## src/rtl/ch1_sweep_freq.sv

```systemverilog
// Channel-1 frequency register, 1 MHz period counter and NR10 sweep engine.
// Latency: register writes, counter and sweep state update on the next ajer_2mhz edge;
//          a sweep write-back lands 2+n edges after sweep_tick. copu is a registered pulse.
// Backpressure: none; sweep_tick is dropped while a sweep is running or the channel is dead.
//
// Ports:
//   ajer_2mhz / napu_reset     clock, async active-low reset
//   d, apu_wr, ff13, ff14      CPU write path into the 11-bit frequency register
//   ff10_shift, ff10_neg       NR10 sweep shift amount and direction
//   ch1_restart, sweep_tick    trigger and sweep-period pulses from channel1
//   dyfa_1mhz                  period-counter enable
//   freq, copu, atys           frequency, counter overflow pulse, "no sweep overflow"
//   sweep_busy                 sweep engine not idle
module ch1_sweep_freq #(
    parameter int FREQ_W  = 11,
    parameter int SHIFT_W = 3
) (
    input  logic               ajer_2mhz,
    input  logic               napu_reset,
    input  logic [7:0]         d,
    input  logic               apu_wr,
    input  logic               ff13,
    input  logic               ff14,
    input  logic [SHIFT_W-1:0] ff10_shift,
    input  logic               ff10_neg,
    input  logic               ch1_restart,
    input  logic               sweep_tick,
    input  logic               dyfa_1mhz,
    output logic [FREQ_W-1:0]  freq,
    output logic               copu,
    output logic               atys,
    output logic               sweep_busy
);

    typedef enum logic [1:0] {
        ST_IDLE  = 2'd0,
        ST_LOAD  = 2'd1,
        ST_SHIFT = 2'd2,
        ST_CALC  = 2'd3
    } state_t;

    state_t              state_q, state_d;
    logic [FREQ_W-1:0]   freq_q, freq_d;
    logic [FREQ_W-1:0]   shadow_q, shadow_d;
    logic [FREQ_W-1:0]   cnt_q, cnt_d;
    logic [FREQ_W-1:0]   sh_q, sh_d;
    logic [SHIFT_W-1:0]  n_q, n_d;
    logic                copu_q, copu_d;
    logic                atys_q, atys_d;
    logic                pass2_q, pass2_d;
    // Shift amount seen at LOAD was zero: CALC only checks overflow, never writes back.
    logic                zero_q, zero_d;

    // One extra bit so an add carry out of the frequency range is visible.
    logic [FREQ_W:0]     sum;

    always_comb begin
        state_d  = state_q;
        freq_d   = freq_q;
        shadow_d = shadow_q;
        cnt_d    = cnt_q;
        sh_d     = sh_q;
        n_d      = n_q;
        copu_d   = 1'b0;
        atys_d   = atys_q;
        pass2_d  = pass2_q;
        zero_d   = zero_q;

        // Direction is taken live at CALC, not latched at LOAD.
        if (ff10_neg) begin
            sum = {1'b0, shadow_q} - {1'b0, sh_q};
        end else begin
            sum = {1'b0, shadow_q} + {1'b0, sh_q};
        end

        if (ch1_restart) begin
            // Trigger reloads everything and aborts any sweep in flight. A nonzero
            // shift runs one check-only pass so an immediate overflow kills the channel.
            shadow_d = freq_q;
            cnt_d    = freq_q;
            atys_d   = 1'b1;
            if (ff10_shift != '0) begin
                state_d = ST_LOAD;
                pass2_d = 1'b1;
            end else begin
                state_d = ST_IDLE;
            end
        end else begin
            // Period counter: counts up to all-ones then reloads from freq,
            // giving a period of (2^FREQ_W - freq) enables.
            if (dyfa_1mhz) begin
                if (cnt_q == {FREQ_W{1'b1}}) begin
                    cnt_d  = freq_q;
                    copu_d = 1'b1;
                end else begin
                    cnt_d = cnt_q + FREQ_W'(1);
                end
            end

            case (state_q)
                ST_IDLE: begin
                    if (sweep_tick && atys_q) begin
                        state_d = ST_LOAD;
                        pass2_d = 1'b0;
                    end
                end
                ST_LOAD: begin
                    sh_d   = shadow_q;
                    n_d    = ff10_shift;
                    zero_d = (ff10_shift == '0);
                    if (ff10_shift != '0) begin
                        state_d = ST_SHIFT;
                    end else begin
                        state_d = ST_CALC;
                    end
                end
                ST_SHIFT: begin
                    // One bit per edge; leaves after n edges.
                    sh_d = sh_q >> 1;
                    n_d  = n_q - SHIFT_W'(1);
                    if (n_q == SHIFT_W'(1)) begin
                        state_d = ST_CALC;
                    end
                end
                ST_CALC: begin
                    if (!ff10_neg && sum[FREQ_W]) begin
                        atys_d  = 1'b0;
                        state_d = ST_IDLE;
                    end else if (pass2_q || zero_q) begin
                        state_d = ST_IDLE;
                    end else begin
                        // Commit, then run a second pass purely as an overflow look-ahead.
                        shadow_d = sum[FREQ_W-1:0];
                        freq_d   = sum[FREQ_W-1:0];
                        pass2_d  = 1'b1;
                        state_d  = ST_LOAD;
                    end
                end
                default: begin
                    state_d = ST_IDLE;
                end
            endcase
        end

        // CPU writes are applied last so they take precedence over a sweep write-back
        // on the same edge; the shadow copy still keeps the swept value.
        if (apu_wr && ff13) begin
            freq_d[7:0] = d;
        end
        if (apu_wr && ff14) begin
            freq_d[FREQ_W-1:8] = d[FREQ_W-9:0];
        end
    end

    always_ff @(posedge ajer_2mhz or negedge napu_reset) begin
        if (!napu_reset) begin
            state_q  <= ST_IDLE;
            freq_q   <= '0;
            shadow_q <= '0;
            cnt_q    <= '0;
            sh_q     <= '0;
            n_q      <= '0;
            copu_q   <= 1'b0;
            atys_q   <= 1'b1;
            pass2_q  <= 1'b0;
            zero_q   <= 1'b0;
        end else begin
            state_q  <= state_d;
            freq_q   <= freq_d;
            shadow_q <= shadow_d;
            cnt_q    <= cnt_d;
            sh_q     <= sh_d;
            n_q      <= n_d;
            copu_q   <= copu_d;
            atys_q   <= atys_d;
            pass2_q  <= pass2_d;
            zero_q   <= zero_d;
        end
    end

    assign freq       = freq_q;
    assign copu       = copu_q;
    assign atys       = atys_q;
    assign sweep_busy = (state_q != ST_IDLE);

endmodule

```

## config.mk

```make
export PLATFORM = sky130hd
export DESIGN_NAME = ch1_sweep_freq
export DESIGN_NICKNAME = d
export VERILOG_FILES = /design/src/rtl/ch1_sweep_freq.sv
export SDC_FILE = /design/constraint.sdc
export NUM_CORES = 1
export LEC_CHECK = 0
export BUFFER_PORTS_ARGS = -buffer_cell sky130_fd_sc_hd__buf_2
export CAP_MARGIN = 10
export CELL_PAD_IN_SITES_DETAIL_PLACEMENT = 0
export CELL_PAD_IN_SITES_GLOBAL_PLACEMENT = 1
export CORE_MARGIN = 2
export CORE_UTILIZATION = 41
export DETAILED_ROUTE_END_ITERATION = 10
export PLACE_DENSITY = 0.8
export SYNTH_ARGS = -nofsm -noshare
export SYNTH_HDL_FRONTEND = slang
export SYNTH_SLANG_ARGS = --single-unit
export TNS_END_PERCENT = 50
```

## constraint.sdc

```tcl
create_clock -name ajer_2mhz -period 3.6 [get_ports ajer_2mhz]
set_input_delay 0.72 -clock ajer_2mhz [delete_from_list [all_inputs] [get_ports ajer_2mhz]]
set_output_delay 0.72 -clock ajer_2mhz [all_outputs]
set_load 0.1 [all_outputs]
```

Yosys cells after proc, flatten, opt, wreduce, memory -nomap -nowiden --
Index checks and enable logic that the tools add are counted.
Storage, ports and cells: logic and storage cells 92, register bits after elaboration 53, output and inout bits 14, input port bits 20
Operators by class: $add $sub $neg 4, bitwise logic cells 1, reduce and logical (&&, ||, !) cells 25, eq/ne operators 18, multiplexer cells 33
Operators by type and width (number):
- 11-bit 2-to-1 mux | 8
- 11-bit case mux with 2 select lines | 1
- 1-bit 2-to-1 mux | 15
- 2-bit by 1-bit inequality test with 1-bit output (second input constant) | 7
- 2-bit nonzero test | 7
- 11-bit by 11-bit adder with 12-bit output | 1
- 12-bit 2-to-1 mux | 1
- 3-bit inequality test (second input constant) | 4
- 11-bit by 11-bit subtractor with 12-bit output | 1
- 11-bit by 1-bit adder with 11-bit output (second input constant) | 1
- 11-bit equality test (second input constant) | 1
- 8-bit 2-to-1 mux | 1
- 2-bit case mux with 4 select lines | 1
- 2-bit AND reduction | 4
- 4-bit AND reduction | 2
- 2-bit 2-to-1 mux | 3
- 3-bit case mux with 2 select lines | 1
- 3-bit nonzero test | 2
- 5-bit AND reduction | 1
- 2-bit equality test (second input constant) | 2
- 1-bit logical AND | 4
- 2-bit inequality test (second input constant) | 2
- 3-bit by 1-bit equality test with 1-bit output (second input constant) | 1
- 3-bit zero test | 1
- other kinds (9) | 9

Longest topological paths before layout --
Gate-level depths: netlist of run 1.
word-level depth 7, gate-level depth with buffers 14, depth with buffers taken out 13

Worst setup path before layout of run 1 --
OpenSTA, ideal clock, no wires.
kind register to register, from register sh_q[3], to register freq_q[3] (netlist: freq[3]), path slack 249 ps, arrival 3214 ps, path buffers 1, clock period less this slack 3351 ps, stages on the path, launching flop included 14, library setup time 137 ps, cell sequence dfrtp_1 > or3_4 > nor3b_1 > a21oi_1 > xnor2_1 > ha_1 > a211oi_1 > nor2_1 > or4b_1 > a21o_1 > nand4b_4 > buf_12 > mux2i_1 > a21oi_1
On the way: word-level cells in the longest chain between the ends 7, elaborated cells between the ends (all ways) 11, those cells by class add/sub (2); eq/ne (1); mux (6); reduce/logical (2)
RTL lines:
- from (decl) | line 46 | logic [FREQ_W-1:0] sh_q, sh_d;
- from (signal assigned) | line 161 | sh_q <= '0;
- from (signal assigned) | line 172 | sh_q <= sh_d;
- 11-bit by 11-bit adder with 12-bit output / 11-bit by 11-bit subtractor with 12-bit output (equally long branches) | line 73, 71
- 12-bit 2-to-1 mux * | line 70 | if (ff10_neg) begin
- 11-bit 2-to-1 mux | line 129 | end else if (pass2_q || zero_q) begin
- 11-bit 2-to-1 mux | line 126 | if (!ff10_neg && sum[FREQ_W]) begin
- 11-bit 2-to-1 mux | line 100 | case (state_q)
- 11-bit 2-to-1 mux | line 76 | if (ch1_restart) begin
- 8-bit 2-to-1 mux | line 147 | if (apu_wr && ff13) begin
- to (signal assigned) | line 169 | freq_q <= freq_d;
- to (decl) | line 43 | logic [FREQ_W-1:0] freq_q, freq_d;
Mark *: on every way between the ends. The rest lies on a longest branch, timed or not. The select of a mux whose other input is x is not followed. A chain may end at the register's enable or synchronous reset.

Worst setup path after layout of run 1 --
from register sh_q[4], to register freq_q[0] (netlist: freq[0])
On the way: word-level cells in the longest chain between the ends 5, elaborated cells between the ends (all ways) 6, those cells by class add/sub (2); eq/ne (1); mux (1); reduce/logical (2)
RTL lines (line):
- 11-bit by 11-bit adder with 12-bit output / 11-bit by 11-bit subtractor with 12-bit output (equally long branches) | 73, 71
- 12-bit 2-to-1 mux * | 70
- 1-bit logical AND * | 126
- 2-bit by 1-bit inequality test with 1-bit output (no line) *
- 4-bit AND reduction (no line) *
Mark *: on every way between the ends. The rest lies on a longest branch, timed or not.

==> qor.tcl, run 1 <==
set qor(route.detailed.wl_per_inst_um) 14.8
set qor(crit_path_start_kind) {flop}
set qor(die_h_um) 96.4
set qor(crit_path_max_fanout) 13
set qor(overflow) 0
set qor(port_buffers) 33
set qor(io_pins) 34
set qor(route.met3.wl_um) 191
set qor(power.leakage_nw) 1.83
set qor(detailroute.via_count) 2804
set qor(path_common_cell) {sky130_fd_sc_hd__a21oi_1}
set qor(finalClockSkew_ns) 0.00764
set qor(detailroute.wirelength.met2_mm) 3.60
set qor(relSlewSlack_pct) 39.0
set qor(path_depth) 13
set qor(report.final.hold_viol_count) 0
set qor(synth_edf_count) 0
set qor(first_pass_iters) 4
set qor(via_count_of_the_first_global_routing_pass) 2777
set qor(antenna_left) 0
set qor(route.layer.met1.wl_mm) 3.95
set qor(worst_pin_slew_ns) 0.912
set qor(grt_usage_pct) 18.5
set qor(postSynthCellCount) 385
set qor(critical_path.endpoint_type) {flop}
set qor(cts.sinks) 53
set qor(netlist.area_leader.share_pct) 37.2
set qor(detail_route.vias_per_cell) 5.32
set qor(ordered_list_of_cells_on_the_worst_path) {or3_4 > nor3b_2 > a21oi_1 > xnor2_1 > ha_1 > a211oi_1 > nor2_1 > or4b_1 > a21o_1 > nand4b_4 > buf_6 > mux2i_1 > a21oi_1}
set qor(route.top_layer_used) {met4}
set qor(synthDominantAreaCellType) {sky130_fd_sc_hd__dfrtp_1}
set qor(floorplan_row_count) 33
set qor(routabilityCongestion) 0.810
set qor(stdcell_area_mm2) 0.00392
set qor(die_width_um) 96.4
set qor(insertion_delay_ns) 0.32
set qor(cts-htree-levels) 2
set qor(cts_root_buf) {sky130_fd_sc_hd__clkbuf_8}
set qor(power_per_standard_cell_area_mw_per_mm2) 814
set qor(coreArea_mm2) 0.00826
set qor(final_min_period_over_clock_period_pct) 95.1
set qor(diodes) 0
set qor(antenna_found_initial) 0
set qor(outcome) {complete, no violations}
set qor(critPathMaxStageDelay_ns) 0.50
set qor(cap_viol_max_count) 0
set qor(count_of_hold_fix_buffers_inserted_at_cts) 0
set qor(dpl.hpwl_mm) 5.93
set qor(placed_area_mm2) 0.00379
set qor(die-area_mm2) 0.00929
set qor(area.growth.synth_to_final_pct) 12.1
set qor(maxClockFrequency_mhz) 292
set qor(postLayoutCoreUtil_pct) 47.5
set qor(numCtsBuffers) 5
set qor(ys_seq_elements) 53
set qor(initial_core_util_pct) 42.4
set qor(final_max_slew_viol_count) 0
set qor(layout.nets) 461
set qor(critical-path-top-delay-family) {simple AND/OR/NAND/NOR gates}
set qor(synth.area.top_cells) {sky130_fd_sc_hd__dfrtp_1 (37%), sky130_fd_sc_hd__mux2i_1 (9.2%), sky130_fd_sc_hd__ha_1 (6.8%)}
set qor(final_layout_size_suffix_gt1_share_pct) 14.9
set qor(ys_async_sr_fraction_pct) 100
set qor(ff2ff_path_depth) 13
set qor(routed_wirelength_mm) 7.83
set qor(worst_ep_required_time_ns) 3.79
set qor(synth_fp_nets) 425
set qor(critical_path_arrival_ns) 3.61
set qor(critical_path_s_slowest_cell) {sky130_fd_sc_hd__or4b_1}
set qor(yosys_warnings) 0
set qor(max-clock-path-buffers) 2
set qor(vdd_drop_max_mv) 0.339
set qor(ys_dominant_reg_cell) {sky130_fd_sc_hd__dfrtp_1}
set qor(post_synth.cell_area_avg_um2) 9.09
set qor(synth.cell_area_mm2) 0.00350
set qor(ys_seq_area_share_pct) 37.9
set qor(grt_start_max_net_pins) 37
set qor(hold_path_class) {input port to async pin}
set qor(clkTransAtPathRegs_ns) 0.10
set qor(netlist-cell-type-count) 52
set qor(clock_tree_from_tritoncts) {built}
set qor(timing_worst_setup_path_type) {flop to flop}
set qor(min_period_ns) 3.42
set qor(hold_slack_ns) 0.470
set qor(finalSetupTns_ns) 0
set qor(drcViolationCount) 0
set qor(initialDrtViolationCount) 96
set qor(grt_pass1_wl_mm) 13.5
set qor(critical_path.n_buffers_inverters) 1
set qor(setup_viol) 0
-- repair_timing --
action,in CTS,in global routing
gates resized for setup,0,3
setup endpoints to repair,0,24
setup buffers,0,2
-- synthesized netlist by cell type, types with 6 or more instances --
master	n
sky130_fd_sc_hd__a21oi_1	27
sky130_fd_sc_hd__a31oi_1	8
sky130_fd_sc_hd__and3_1	8
sky130_fd_sc_hd__clkbuf_1	14
sky130_fd_sc_hd__dfrtp_1	52
sky130_fd_sc_hd__ha_1	19
sky130_fd_sc_hd__inv_1	21
sky130_fd_sc_hd__mux2i_1	32
sky130_fd_sc_hd__nand2_1	47
sky130_fd_sc_hd__nand3_1	9
sky130_fd_sc_hd__nand3b_1	6
sky130_fd_sc_hd__nor2_1	29
sky130_fd_sc_hd__nor3_1	8
sky130_fd_sc_hd__o21ai_0	23
sky130_fd_sc_hd__o21ai_1	8
sky130_fd_sc_hd__xnor2_1	15
-- power by group --
group          total, mW  internal (mW)  leakage, nW  switching, mW
Clock              0.377          0.160       0.0518          0.217
Sequential         0.953          0.763        0.623          0.190
Combinational       1.86          0.753         1.15           1.11
Total               3.19           1.68         1.83           1.52
-- sequential cells by signal, indices dropped and copies added (netlist names) --
| register | flops |
|---|---|
| cnt_q | 11 |
| freq | 11 |
| sh_q | 11 |
| shadow_q | 11 |
| n_q | 3 |
| state_q | 2 |
| atys | 1 |
| copu | 1 |
| pass2_q | 1 |
| zero_q | 1 |
-- cell families (layout without fill, tap and decap cells) --
group | after synthesis | after routing | share of synthesized area (%)
and+or+nand+nor | 130 | 130 | 19.5
DFF | 53 | 53 | 37.9
adders and majority gates | 20 | 20 | 7.37
buffers and inverters | 38 | 75 | 4.76
AOI/OAI and AO/OA | 92 | 92 | 15.8
xor gates and xnor gates | 19 | 19 | 4.76
muxes | 33 | 33 | 9.80
-- area by class of cell --
type	count	area, um^2
fillers	845	4340
multi-input cells	294	2020
flip-flops and latches	53	1330
repair buffers	46	267
well taps	105	131
clock buffers	6	82.6
inverters	21	78.8
clock inverters	2	17.5
-- path summary, 6_finish.rpt --
| check | start | end | slack [ns] |
|---|---|---|---|
| hold reg to reg | n_q[1] | n_q[1] | 0.50 |
| max in group asynchronous | napu_reset | atys | 2.33 |
| setup reg to reg | sh_q[4] | freq[0] | 0.18 |
| min in group ajer_2mhz | n_q[1] | n_q[1] | 0.50 |
| setup / recovery | sh_q[4] | freq[0] | 0.18 |
| hold / removal | napu_reset | cnt_q[8] | 0.47 |
-- layout by cell type, fill, tap and decap left out, types with 8 or more instances in the layout --
master / Yosys / routed
sky130_fd_sc_hd__a31oi_1: 8 / 8
sky130_fd_sc_hd__a21oi_1: 27 / 27
sky130_fd_sc_hd__dfrtp_1: 52 / 52
sky130_fd_sc_hd__xnor2_1: 15 / 15
sky130_fd_sc_hd__buf_2: 0 / 33
sky130_fd_sc_hd__ha_1: 19 / 19
sky130_fd_sc_hd__inv_1: 21 / 21
sky130_fd_sc_hd__nand2_1: 47 / 47
sky130_fd_sc_hd__mux2i_1: 32 / 32
sky130_fd_sc_hd__buf_4: 0 / 12
sky130_fd_sc_hd__nor2_1: 29 / 29
sky130_fd_sc_hd__nor3_1: 8 / 8
sky130_fd_sc_hd__o21ai_1: 8 / 8
sky130_fd_sc_hd__o21ai_0: 23 / 23
sky130_fd_sc_hd__nand3_1: 9 / 9
sky130_fd_sc_hd__and3_1: 8 / 8
-- metrics by stage --
stage / instances / worst slack, ns / power (mW)
finish: 527 / 0.178 / 3.19
global route: 527 / -0.0120 / 3.48
CTS: 525 / 0.00331 / 3.19
detailed placement: 517 / 0.0257 / 2.80
global placement: 517 / 0.115 / 2.78
floorplan: 385 / 0.249 / 2.38
-- per-layer routing --
metal | up-vias | GRT usage [%]
met5 | - | 0
met4 | 0 | 4.93
met3 | 8 | 2.79
met2 | 30 | 29.7
met1 | 1328 | 26.1
li1 | 1438 | -
(Power assumes the default switching activity.)
==> run 2: changes to the inputs <==
--- a/config.mk
+++ b/config.mk
@@ -13,6 +13,7 @@
 export CORE_UTILIZATION = 41
 export DETAILED_ROUTE_END_ITERATION = 10
 export PLACE_DENSITY = 0.8
+export REMOVE_ABC_BUFFERS = 1
 export SYNTH_ARGS = -nofsm -noshare
 export SYNTH_HDL_FRONTEND = slang
 export SYNTH_SLANG_ARGS = --single-unit
==> run 2 against run 1 <==
Net effect: critical path depth unchanged; combinational power increased by 2%; cell area increased by 0.19%; power increased by 0.89%; global-route usage decreased by 0.63 points; hold slack got worse by 0.070 ns; die area unchanged; maximum frequency increased by 0.60%.
==> qor.tcl, run 2 (synthesis gave the netlist of run 1 again) <==
set qor(route.met3.wl_um) 171 ;# -10%
set qor(die_h_um) 96.4 ;# unchanged
set qor(fillerInstances) 814 ;# -3.7%
set qor(min_period_ns) 3.40 ;# -0.0203 ns
set qor(power_per_standard_cell_area_mw_per_mm2) 819 ;# +0.69%
set qor(critical_path_s_slowest_cell) {sky130_fd_sc_hd__or4b_1}
set qor(routed_wirelength_mm) 7.73 ;# -1.2%
set qor(route.layer.met1.wl_mm) 3.68 ;# -6.8%
set qor(port_buffers) 33 ;# unchanged
set qor(clock_tree_from_tritoncts) {built}
set qor(die_width_um) 96.4 ;# unchanged
set qor(switching_power_mw) 1.53 ;# +1.1%
set qor(crit_path_max_fanout) 9 ;# -4
set qor(path_common_cell) {sky130_fd_sc_hd__a21oi_1}
set qor(vdd_drop_max_mv) 0.337 ;# -0.66%
set qor(maxClockFrequency_mhz) 294 ;# +0.60%
set qor(regToRegEndpoint) {freq[7]}
set qor(report.final.hold_viol_count) 0 ;# unchanged
set qor(internal_power_mw) 1.69 ;# +0.66%
set qor(routabilityCongestion) 0.821 ;# +1.3%
set qor(crit_path_start_kind) {flop}
set qor(grt_setup_unrepaired) {no}
set qor(clkTransAtPathRegs_ns) 0.11 ;# about the same
set qor(overflow) 0 ;# unchanged
set qor(critPathMaxStageDelay_ns) 0.51 ;# about the same
set qor(die-area_mm2) 0.00929 ;# unchanged
set qor(ordered_list_of_cells_on_the_worst_path) {or3_4 > nor3b_4 > a21oi_1 > xnor2_1 > ha_1 > a211oi_1 > nor2_1 > or4b_1 > a21o_1 > nand4b_4 > buf_12 > mux2i_1 > a21oi_1}
set qor(drcViolationCount) 0 ;# unchanged
set qor(multiInputGateArea_mm2) 0.00202 ;# +0.31%
set qor(critical_path_arrival_ns) 3.58 ;# -0.03 ns
set qor(coreArea_mm2) 0.00826 ;# unchanged
set qor(setup_viol) 0 ;# unchanged
set qor(layout.nets) 460 ;# -0.22%
set qor(grt_pass1_wl_mm) 13.0 ;# -3.9%
set qor(final_layout_size_suffix_gt1_share_pct) 14.7 ;# -0.20 points
set qor(final_max_slew_viol_count) 0 ;# unchanged
set qor(via_count_of_the_first_global_routing_pass) 2802 ;# +0.90%
set qor(area.growth.synth_to_final_pct) 12.3
set qor(route.detailed.wl_per_inst_um) 14.7 ;# -0.99%
set qor(insertion_delay_ns) 0.31 ;# about the same
set qor(finalSetupTns_ns) 0 ;# unchanged
set qor(max-clock-path-buffers) 2 ;# unchanged
set qor(comb_power_share_pct) 58.9 ;# +0.6 points
set qor(cts.sinks) 53 ;# unchanged
set qor(detailroute.via_count) 2804 ;# unchanged
set qor(timing_worst_setup_path_type) {flop to flop}
set qor(finish.cell_count_without_fillers) 526 ;# -0.19%
set qor(first_pass_iters) 4 ;# unchanged
set qor(place_ws_ns) 0.105 ;# +0.0789 ns
set qor(relSlewSlack_pct) 40.4 ;# +1.4 points
set qor(layout_setup_ws_ns) 0.198 ;# +0.0203 ns
set qor(power.leakage_nw) 1.83 ;# +0.20%
set qor(layout_commonest_cell) {sky130_fd_sc_hd__dfrtp_1}
set qor(diodes) 0 ;# unchanged
set qor(detailroute.wirelength.met2_mm) 3.78 ;# +5.1%
set qor(antenna_found_initial) 0 ;# unchanged
set qor(path_depth) 13 ;# unchanged
set qor(grt_usage_pct) 17.9 ;# -0.63 points
set qor(worst_ep_required_time_ns) 3.78 ;# about the same
set qor(floorplan_row_count) 33 ;# unchanged
set qor(critical_path.endpoint_type) {flop}
set qor(worst_r2r_startpoint) {sh_q[4]}
set qor(initialDrtViolationCount) 125 ;# +30%
set qor(placed_cells) 517 ;# unchanged
set qor(placed_area_mm2) 0.00380 ;# +0.33%
set qor(antenna_left) 0 ;# unchanged
set qor(cts-htree-levels) 2 ;# unchanged
set qor(critical_path.n_buffers_inverters) 1 ;# unchanged
set qor(finalClockSkew_ns) 0.0130 ;# +0.00534 ns
set qor(initial_core_util_pct) 42.4 ;# unchanged
set qor(io_pins) 34 ;# unchanged
set qor(route.top_layer_used) {met4}
set qor(cap_viol_max_count) 0 ;# unchanged
set qor(power_switching_share_pct) 47.6 ;# +0.12 points
set qor(final-seq-area_mm2) 0.00133 ;# unchanged
set qor(worst_pin_slew_ns) 0.894 ;# -0.0179 ns
set qor(most-common-layout-cells) {sky130_fd_sc_hd__dfrtp_1 (52), sky130_fd_sc_hd__nand2_1 (47), sky130_fd_sc_hd__buf_2 (33), sky130_fd_sc_hd__mux2i_1 (32), sky130_fd_sc_hd__nor2_1 (29)}
set qor(detail_route.vias_per_cell) 5.33 ;# +0.19%
set qor(seq_power_share_pct) 29.6 ;# -0.3 points
set qor(critical-path-top-delay-family) {simple AND/OR/NAND/NOR gates}
set qor(cts_root_buf) {sky130_fd_sc_hd__clkbuf_8}
set qor(final_min_period_over_clock_period_pct) 94.5 ;# -0.56 points
set qor(ff2ff_path_depth) 13 ;# unchanged
set qor(hold_path_class) {input port to async pin}
set qor(stdcell_area_mm2) 0.00393 ;# +0.19%
set qor(power.share.clock_pct) 11.5 ;# -0.3 points
set qor(flop_to_flop_setup_slack_ns) 0.20 ;# +0.02 ns
set qor(grt_start_max_net_pins) 29 ;# -22%
set qor(dpl.hpwl_mm) 5.91 ;# -0.41%
set qor(numCtsBuffers) 5 ;# unchanged
set qor(outcome) {complete, no violations}
[run 2: cell type report]
type | instances | area share, %
flip-flops and latches | 53 | 33.8
inverters | 21 | 2.01
well taps | 105 | 3.34
repair buffers | 45 | 6.82
clock inverters | 2 | 0.446
multi-input cells | 294 | 51.5
clock buffers | 6 | 2.10
[run 2: power by group through the flow]
stage / sequential (mW) / combinational [mW] / clock, mW
2_1_floorplan: 1.11 / 1.25 / 0
3_3_place_gp: 0.956 / 1.83 / 0
3_5_place_dp: 0.960 / 1.85 / 0
4_1_cts: 0.949 / 1.87 / 0.383
5_1_grt: 0.980 / 2.10 / 0.404
6_report: 0.952 / 1.90 / 0.371
[run 2: worst max-delay path by stage]
stage	startpoint	end	slack [ns]
6_report	sh_q[4]	freq[7]	0.20
5_1_grt	sh_q[4]	freq[8]	0.001
4_1_cts	sh_q[4]	shadow_q[7]	0.09
3_5_place_dp	sh_q[4]	freq[8]	0.10
3_3_place_gp	sh_q[4]	shadow_q[0]	0.15
2_1_floorplan	sh_q[3]	freq[8]	0.21
[run 2: what timing repair did]
action | in CTS | in global routing
setup buffers | 0 | 1
setup endpoints to repair | 0 | 19
hold endpoints to repair | 0 | 0
gates resized for setup | 0 | 3
hold buffers | 0 | 0
[run 2: layer usage]
| layer | up-vias | track usage (%) |
|---|---|---|
| met3 | 9 | 2.40 |
| met5 | - | 0 |
| met2 | 33 | 30.9 |
| li1 | 1437 | - |
| met1 | 1325 | 23.3 |
| met4 | 0 | 5.40 |
[run 2: worst reg2reg max path, delay by kind of cell (launching register included)]
family / cells / cell delay (ns)
adder cells (fa/ha/maj): 1 / 0.30
AND/OR/NAND/NOR: 5 / 1.42
flip-flops: 1 / 0.43
buffers and inverters: 1 / 0.15
AO/OA/AOI/OAI: 4 / 0.66
XOR/XNOR: 1 / 0.14
multiplexers: 1 / 0.18
[run 2: through the flow]
step	total power, mW	hold slack (ns)	utilization (%)
floorplan	2.36	0.424	-
global placement	2.79	0.466	46.0
detailed placement	2.81	0.477	46.0
CTS	3.20	0.414	47.3
global route	3.49	0.437	47.6
finish	3.22	0.400	47.6
